--- src/rtl/seq_pattern_pkg.sv ---
// Shared definitions for the serial pattern transmitter and its matching detector.
// Contents:
//   state_t      - transmitter FSM encoding (IDLE/SEND/GAP)
//   PAT_LEN_DEF  - default pattern length, shared with the detector
//   PATTERN_DEF  - default pattern value, MSB sent/detected first
//   cnt_width()  - clog2-based width of a bit-position counter
//   BIT_CNT_W    - bit-counter width for the default pattern
package seq_pattern_pkg;

  typedef enum logic [1:0] {
    IDLE = 2'd0,
    SEND = 2'd1,
    GAP  = 2'd2
  } state_t;

  localparam int unsigned PAT_LEN_DEF = 32'd7;
  localparam logic [PAT_LEN_DEF-1:0] PATTERN_DEF = 7'b1111001;

  // Width needed to hold bit positions 0..n-1; never less than one bit.
  function automatic int unsigned cnt_width(input int unsigned n);
    int unsigned w;
    w = $clog2(n);
    cnt_width = (w < 32'd1) ? 32'd1 : w;
  endfunction

  localparam int unsigned BIT_CNT_W = cnt_width(PAT_LEN_DEF);

endpackage

--- src/rtl/seq_pattern_tx_pattern_shifter.sv ---
// pattern_shifter: loadable PAT_LEN-bit shift register for seq_pattern_tx.
// The register MSB is the bit currently on the line; pos_o is its index in PATTERN.
// Ports:
//   clk_i, rst_i   - clock, asynchronous active-high reset
//   burst_load_i   - new burst: latch (possibly corrupted) pattern and load it
//   frame_load_i   - next frame of the same burst: reload the latched pattern
//   shift_i        - advance to the next bit
//   err_inj_i      - invert one bit of the pattern for the whole burst
//   err_pos_i      - index of the inverted bit; out-of-range means no inversion
//   new_head_o     - first bit of the pattern a burst load would latch
//   head_o         - first bit of the latched burst pattern
//   next_o         - bit that follows the one currently on the line
//   pos_o          - index in PATTERN of the bit currently on the line
module pattern_shifter
  import seq_pattern_pkg::*;
#(
  parameter int unsigned        PAT_LEN = PAT_LEN_DEF,
  parameter logic [PAT_LEN-1:0] PATTERN = PATTERN_DEF
) (
  input  logic                            clk_i,
  input  logic                            rst_i,
  input  logic                            burst_load_i,
  input  logic                            frame_load_i,
  input  logic                            shift_i,
  input  logic                            err_inj_i,
  input  logic [cnt_width(PAT_LEN)-1:0]   err_pos_i,
  output logic                            new_head_o,
  output logic                            head_o,
  output logic                            next_o,
  output logic [cnt_width(PAT_LEN)-1:0]   pos_o
);

  localparam int unsigned BW = cnt_width(PAT_LEN);

  logic [PAT_LEN-1:0] pat_q, pat_d;
  logic [PAT_LEN-1:0] shreg_q, shreg_d;
  logic [BW-1:0]      pos_q, pos_d;
  logic [PAT_LEN-1:0] pat_new_s;

  // One-hot inversion mask; a shift past the top leaves it empty, so
  // err_pos >= PAT_LEN corrupts nothing.
  function automatic logic [PAT_LEN-1:0] err_mask(input logic inj, input logic [BW-1:0] pos);
    logic [PAT_LEN-1:0] one;
    one      = {{(PAT_LEN-1){1'b0}}, 1'b1};
    err_mask = (one << pos) & {PAT_LEN{inj}};
  endfunction

  // Next-state of the latched pattern, shift register and bit position.
  always_comb begin
    pat_new_s = PATTERN ^ err_mask(err_inj_i, err_pos_i);
    pat_d     = pat_q;
    shreg_d   = shreg_q;
    pos_d     = pos_q;
    if (burst_load_i) begin
      pat_d   = pat_new_s;
      shreg_d = pat_new_s;
      pos_d   = BW'(PAT_LEN - 1);
    end else if (frame_load_i) begin
      shreg_d = pat_q;
      pos_d   = BW'(PAT_LEN - 1);
    end else if (shift_i) begin
      shreg_d = {shreg_q[PAT_LEN-2:0], 1'b0};
      pos_d   = pos_q - BW'(1);
    end else begin
      shreg_d = shreg_q;
      pos_d   = pos_q;
    end
  end

  // Pattern, shift register and position registers.
  always_ff @(posedge clk_i or posedge rst_i) begin
    if (rst_i) begin
      pat_q   <= {PAT_LEN{1'b0}};
      shreg_q <= {PAT_LEN{1'b0}};
      pos_q   <= {BW{1'b0}};
    end else begin
      pat_q   <= pat_d;
      shreg_q <= shreg_d;
      pos_q   <= pos_d;
    end
  end

  assign new_head_o = pat_new_s[PAT_LEN-1];
  assign head_o     = pat_q[PAT_LEN-1];
  assign next_o     = shreg_q[PAT_LEN-2];
  assign pos_o      = pos_q;

endmodule

--- src/rtl/seq_pattern_tx.sv ---
// seq_pattern_tx: serial pattern transmitter feeding non-overlapping sequence
// detectors. Sends PATTERN MSB first, rep_cnt frames, gap_len idle zeros between.
// Optional feature: define SEQ_TX_ERR_INJECT_EN to add err_inj/err_pos, which
// invert one pattern bit in every frame of a burst.
// Ports:
//   clk, rst   - clock, asynchronous active-high reset
//   start      - burst request, accepted only while busy=0
//   rep_cnt    - frames per burst (0 behaves as 1), latched on accept
//   gap_len    - idle-zero cycles between frames, latched on accept
//   abort      - synchronous cancel of an active burst (no done pulse)
//   x_out      - serial data bit (registered)
//   x_vld      - x_out carries a pattern bit (registered)
//   busy       - burst in progress (registered)
//   done       - one-cycle pulse after the last bit of a completed burst
//   frame_idx  - 0-based index of the frame being sent
module seq_pattern_tx
  import seq_pattern_pkg::*;
#(
  parameter int unsigned        PAT_LEN = PAT_LEN_DEF,
  parameter logic [PAT_LEN-1:0] PATTERN = PATTERN_DEF,
  parameter int unsigned        REP_W   = 32'd4,
  parameter int unsigned        GAP_W   = 32'd4
) (
  input  logic                          clk,
  input  logic                          rst,
  input  logic                          start,
  input  logic [REP_W-1:0]              rep_cnt,
  input  logic [GAP_W-1:0]              gap_len,
  input  logic                          abort,
`ifdef SEQ_TX_ERR_INJECT_EN
  input  logic                          err_inj,
  input  logic [cnt_width(PAT_LEN)-1:0] err_pos,
`endif
  output logic                          x_out,
  output logic                          x_vld,
  output logic                          busy,
  output logic                          done,
  output logic [REP_W-1:0]              frame_idx
);

  localparam int unsigned BW = cnt_width(PAT_LEN);

  state_t             state_q, state_d;
  logic [REP_W-1:0]   rep_q, rep_d;
  logic [GAP_W-1:0]   gap_q, gap_d;
  logic [GAP_W-1:0]   gap_cnt_q, gap_cnt_d;
  logic [REP_W-1:0]   frame_q, frame_d;
  logic               x_out_q, x_out_d;
  logic               x_vld_q, x_vld_d;
  logic               busy_q, busy_d;
  logic               done_q, done_d;

  logic               burst_load_s, frame_load_s, shift_s;
  logic               new_head_s, head_s, next_bit_s;
  logic [BW-1:0]      pos_s;
  logic               err_inj_s;
  logic [BW-1:0]      err_pos_s;
  logic               more_frames_s;

`ifdef SEQ_TX_ERR_INJECT_EN
  assign err_inj_s = err_inj;
  assign err_pos_s = err_pos;
`else
  assign err_inj_s = 1'b0;
  assign err_pos_s = {BW{1'b0}};
`endif

  pattern_shifter #(
    .PAT_LEN (PAT_LEN),
    .PATTERN (PATTERN)
  ) u_shifter (
    .clk_i        (clk),
    .rst_i        (rst),
    .burst_load_i (burst_load_s),
    .frame_load_i (frame_load_s),
    .shift_i      (shift_s),
    .err_inj_i    (err_inj_s),
    .err_pos_i    (err_pos_s),
    .new_head_o   (new_head_s),
    .head_o       (head_s),
    .next_o       (next_bit_s),
    .pos_o        (pos_s)
  );

  // frame_q never exceeds rep_q-1, so the increment cannot overflow.
  assign more_frames_s = (frame_q + REP_W'(1)) < rep_q;

  // Next-state and next-output logic; outputs are computed one cycle ahead.
  always_comb begin
    state_d      = state_q;
    rep_d        = rep_q;
    gap_d        = gap_q;
    gap_cnt_d    = gap_cnt_q;
    frame_d      = frame_q;
    x_out_d      = 1'b0;
    x_vld_d      = 1'b0;
    busy_d       = 1'b0;
    done_d       = 1'b0;
    burst_load_s = 1'b0;
    frame_load_s = 1'b0;
    shift_s      = 1'b0;
    case (state_q)
      IDLE: begin
        // abort beats a simultaneous start
        if (start && !abort) begin
          burst_load_s = 1'b1;
          rep_d        = (rep_cnt == {REP_W{1'b0}}) ? REP_W'(1) : rep_cnt;
          gap_d        = gap_len;
          frame_d      = {REP_W{1'b0}};
          state_d      = SEND;
          x_out_d      = new_head_s;
          x_vld_d      = 1'b1;
          busy_d       = 1'b1;
        end else begin
          state_d = IDLE;
          frame_d = {REP_W{1'b0}};
        end
      end
      SEND: begin
        if (abort) begin
          state_d = IDLE;
          frame_d = {REP_W{1'b0}};
        end else if (pos_s != {BW{1'b0}}) begin
          shift_s = 1'b1;
          x_out_d = next_bit_s;
          x_vld_d = 1'b1;
          busy_d  = 1'b1;
        end else if (!more_frames_s) begin
          state_d = IDLE;
          frame_d = {REP_W{1'b0}};
          done_d  = 1'b1;
        end else if (gap_q != {GAP_W{1'b0}}) begin
          // gap_cnt runs gap-1 .. 0, giving exactly gap idle cycles
          state_d   = GAP;
          gap_cnt_d = gap_q - GAP_W'(1);
          busy_d    = 1'b1;
        end else begin
          frame_load_s = 1'b1;
          frame_d      = frame_q + REP_W'(1);
          x_out_d      = head_s;
          x_vld_d      = 1'b1;
          busy_d       = 1'b1;
        end
      end
      GAP: begin
        if (abort) begin
          state_d = IDLE;
          frame_d = {REP_W{1'b0}};
        end else if (gap_cnt_q != {GAP_W{1'b0}}) begin
          gap_cnt_d = gap_cnt_q - GAP_W'(1);
          busy_d    = 1'b1;
        end else begin
          state_d      = SEND;
          frame_load_s = 1'b1;
          frame_d      = frame_q + REP_W'(1);
          x_out_d      = head_s;
          x_vld_d      = 1'b1;
          busy_d       = 1'b1;
        end
      end
      default: begin
        state_d = IDLE;
        frame_d = {REP_W{1'b0}};
      end
    endcase
  end

  // State, burst configuration, counters and registered outputs.
  always_ff @(posedge clk or posedge rst) begin
    if (rst) begin
      state_q   <= IDLE;
      rep_q     <= {REP_W{1'b0}};
      gap_q     <= {GAP_W{1'b0}};
      gap_cnt_q <= {GAP_W{1'b0}};
      frame_q   <= {REP_W{1'b0}};
      x_out_q   <= 1'b0;
      x_vld_q   <= 1'b0;
      busy_q    <= 1'b0;
      done_q    <= 1'b0;
    end else begin
      state_q   <= state_d;
      rep_q     <= rep_d;
      gap_q     <= gap_d;
      gap_cnt_q <= gap_cnt_d;
      frame_q   <= frame_d;
      x_out_q   <= x_out_d;
      x_vld_q   <= x_vld_d;
      busy_q    <= busy_d;
      done_q    <= done_d;
    end
  end

  assign x_out     = x_out_q;
  assign x_vld     = x_vld_q;
  assign busy      = busy_q;
  assign done      = done_q;
  assign frame_idx = frame_q;

endmodule

--- config.mk ---
export PLATFORM = sky130hd
export DESIGN_NAME = seq_pattern_tx
export DESIGN_NICKNAME = d
export VERILOG_FILES = /design/src/rtl/seq_pattern_pkg.sv /design/src/rtl/seq_pattern_tx_pattern_shifter.sv /design/src/rtl/seq_pattern_tx.sv
export SDC_FILE = /design/constraint.sdc
export NUM_CORES = 1
export LEC_CHECK = 0
export ABC_AREA = 0
export CAP_MARGIN = 20
export CORE_ASPECT_RATIO = 0.8
export CORE_UTILIZATION = 52
export DETAILED_ROUTE_END_ITERATION = 8
export PLACE_DENSITY = 0.87
export SYNTH_ARGS = -nofsm -noshare
export SYNTH_HDL_FRONTEND = slang
export SYNTH_HIERARCHICAL = 1
export SYNTH_SLANG_ARGS = --single-unit
--- constraint.sdc ---
create_clock -name clk -period 2.52 [get_ports clk]
set_input_delay 0.63 -clock clk [delete_from_list [all_inputs] [get_ports clk]]
set_output_delay 0.63 -clock clk [all_outputs]
set_load 0.02 [all_outputs]
==> summary.md <==
| Metric | Value |
|---|---|
| Status | `finished with violations` |
| Failing checks | `negative setup slack` |
| Post-layout min period | `2.67 ns` |
| Vias | `1,861` |
| Post-Layout Inst Area | `0.00289 mm²` |
| RD Place Congestion | `0.848` |
| Reg-to-reg endpoint | `gap_cnt_q[0]` |
| Core area | `0.00385 mm²` |
| CP required | `2.70 ns` |
| Worst vdd ir | `0.000542 V` |
| Setup TNS | `-0.772 ns` |
| WL/cell | `13.9 µm` |
| Die area | `0.00434 mm²` |
| Fin. Hold Viols | `0` |
| Max Fanout on Critical Path | `4` |
| Starting density of the core | `55.0%` |
| Crit path kind | `reg2reg` |
| Crit Reg-Reg Startpoint | `frame_idx[1]` |
| TritonCTS clock tree | `built` |
| Clk_lat worst skew | `0.29 ns` |
| DIE WIDTH | `73.4 µm` |
| Largest net degree at the start of global routing | `23` |
| Most frequent cells in the layout | `dfrtp_1 (35), nand2_1 (30), buf_4 (28), nor2_1 (19), clkdlybuf4s50_1 (19)` |
| Leakage | `1.26 nW` |
| Unrepaired setup endpoints after global routing | `true` |
| CTS root buf | `clkbuf_8` |
| CTS buffer count | `5` |
| Hold Path End | `u_shifter/pat_q[5]` |
| Pin slew with the least headroom to its limit | `0.587 ns` |
| FF-to-FF path depth | `11` |
| Number of global-route vias before repair | `1,772` |
| Endpoint arrival time on the critical path | `2.85 ns` |
| WL final | `4.81 mm` |
| Global route overflow | `0` |
| F_max | `374 MHz` |
| Worst-case hold slack | `0.487 ns` |
| Nets@finish | `312` |
| I/O pins | `20` |
| DRT iter0 DRCs | `116` |
| Cells after synthesis | `224` |
| R2R setup slack | `-0.15 ns` |
| Synth warnings | `6` |
| Place WS | `-0.127 ns` |
| Worst-path clk slew | `0.08 ns` |
| Hold path cells | `1` |
| Syn_area_per_cell | `9.46 µm²` |
| Floorplan row count | `20` |
| Die Y | `59.1 µm` |
| Register area share after synthesis | `44.9%` |
| Post-DR vias/cell | `5.38` |
| Setup crit start kind | `flop` |
| Layout area overhead | `36.4%` |
| Async SR Flop Fraction | `100%` |
| Routed Antenna Nets | `0` |
| Initial antenna violation count | `0` |
| # diodes | `0` |
| # clock sinks | `38` |
| Most common cell after layout, fill and taps aside | `dfrtp_1` |
| Port bufs | `19` |
| DP Wirelength | `3.37 mm` |
| Slew margin rel. | `60.8%` |
| Placed instance area | `0.00263 mm²` |
| Fin worst setup slack | `-0.152 ns` |
| Clock Path Buffers | `2` |
| Seq cells post-synth | `38` |
| Fin crit share | `106%` |
| Max_cap viols | `0` |
| Synth cell types | `53` |
| Synth Cell Area | `0.00212 mm²` |
| Predominant post-synthesis flop cell | `dfrtp_1` |
| Share of cells above drive strength 1 | `26.5%` |
| Final Max Tran Viols | `0` |
| Worst Hold Class | `reg2reg` |
| Global-route wire length before repair | `7.89 mm` |
| Worst Skew | `0.00916 ns` |
| Post-synth EDFFs | `0` |
| Final setup viols | `11` |
| Pwr Density | `951 mW/mm²` |
| CP Capture Type | `flop` |
| Post-CTS Hold Buffers | `0` |
| Global-route usage over all layers | `24.2%` |
| H-tree depth | `2` |
| First-pass DRT Iterations | `4` |
| Post-route DRC | `0` |
| Hold_sp | `u_shifter/pat_q[5]` |
## repair_timing
item | CTS | global route
gates resized for setup | 12 | 14
setup endpoints to repair | 8 | 14
setup buffers | 3 | 6
pin swaps | 2 | 6
## power breakdown
group          internal [W]  total (W)  switching [W]
Combinational      0.000640    0.00132       0.000683
Clock              0.000221   0.000430       0.000209
Sequential         0.000820   0.000996       0.000176
## final cells by class
class,count,area [µm²]
fillers,278,962
well taps,55,68.8
clock buffers,7,86.3
flip-flops and latches,38,955
multi-input cells,179,1280
repair buffers,50,434
clock inverters,1,5.00
inverters,16,60.1
## flip-flops by register name, indices dropped and copies added (netlist names)
name and count:
state_q 2, done 1, u_shifter/shreg_q 6, u_shifter/pos_o 3, x_vld 1, x_out 1
busy 1, gap_q 4, u_shifter/pat_q 7, rep_q 4, gap_cnt_q 4, frame_idx 4
## Yosys cell counts (all sizes together) (2+ instances only)
cell | number | area share, %
a211oi | 2 | 0.71
buf | 3 | 0.94
nand3 | 6 | 1.4
a21oi | 6 | 1.4
inv | 16 | 2.8
o31ai | 2 | 1.4
clkbuf | 3 | 0.53
a31o | 2 | 0.83
nand2b | 5 | 1.5
nand2 | 31 | 5.6
a221oi | 3 | 1.2
a31oi | 4 | 1.2
o21ai | 15 | 3.5
nor4 | 3 | 1.2
nor3 | 6 | 1.4
o32a | 2 | 0.94
or3b | 2 | 0.83
mux2 | 4 | 2.5
or3 | 2 | 0.83
xnor2 | 2 | 0.83
nor2b | 3 | 0.89
dfrtp | 38 | 45
o21a | 3 | 1.1
mux2i | 5 | 2.4
nor3b | 3 | 1.1
nor2 | 22 | 3.9
o22ai | 3 | 0.89
or2 | 3 | 0.89
ha | 10 | 5.9
## stage by stage
stage	util, %	power [W]	instances
finish	75.0	0.00275	346
CTS	72.8	0.00270	341
detailed placement	68.1	0.00221	330
floorplan	-	0.00179	239
global route	75.0	0.00295	346
global placement	68.1	0.00216	330
## layer usage
| metal | GRT usage, % | part of all wire [%] |
|---|---|---|
| met1 | 31.7 | 48 |
| met2 | 40.2 | 47 |
| met3 | 5.61 | 3.5 |
| met4 | 7.42 | 1.5 |
| met5 | 0 | 0 |
## how the worst max path moves through the flow
| stage | from | end | slack, ns | cells past startpoint |
|---|---|---|---|---|
| finish | frame_idx[1] | gap_cnt_q[0] | -0.15 | 11 |
| global route | frame_idx[1] | u_shifter/shreg_q[5] | -0.22 | 13 |
| CTS | frame_idx[1] | u_shifter/shreg_q[1] | -0.04 | 13 |
| detailed placement | frame_idx[1] | u_shifter/shreg_q[1] | -0.13 | 13 |
| global placement | frame_idx[1] | gap_cnt_q[0] | 0.003 | 10 |
| floorplan | frame_idx[0] | u_shifter/shreg_q[1] | -0.004 | 12 |
## cells by family (layout without fill, tap and decap cells)
kind of cell | after synthesis | in the layout | synth area share, %
other | 1 | 16 | 0.177
DFF | 38 | 38 | 44.9
xor gates and xnor gates | 2 | 2 | 0.827
AOI/OAI and AO/OA | 50 | 50 | 17.1
adders and majority gates | 10 | 10 | 5.90
and+or+nand+nor | 92 | 92 | 22.0
muxes | 9 | 9 | 4.84
buffers and inverters | 22 | 74 | 4.31
## worst max-delay path, cell delays in order (launching register included)
cell	delay [ns]
dfrtp_2	0.44
ha_4	0.19
nand2b_4	0.09
nand2b_4	0.06
ha_4	0.15
or3_4	0.33
o22a_4	0.27
buf_4	0.14
buf_6	0.12
o31ai_4	0.32
nand2_2	0.12
mux2_4	0.31
Note: power is estimated with default switching activity, not from simulation.
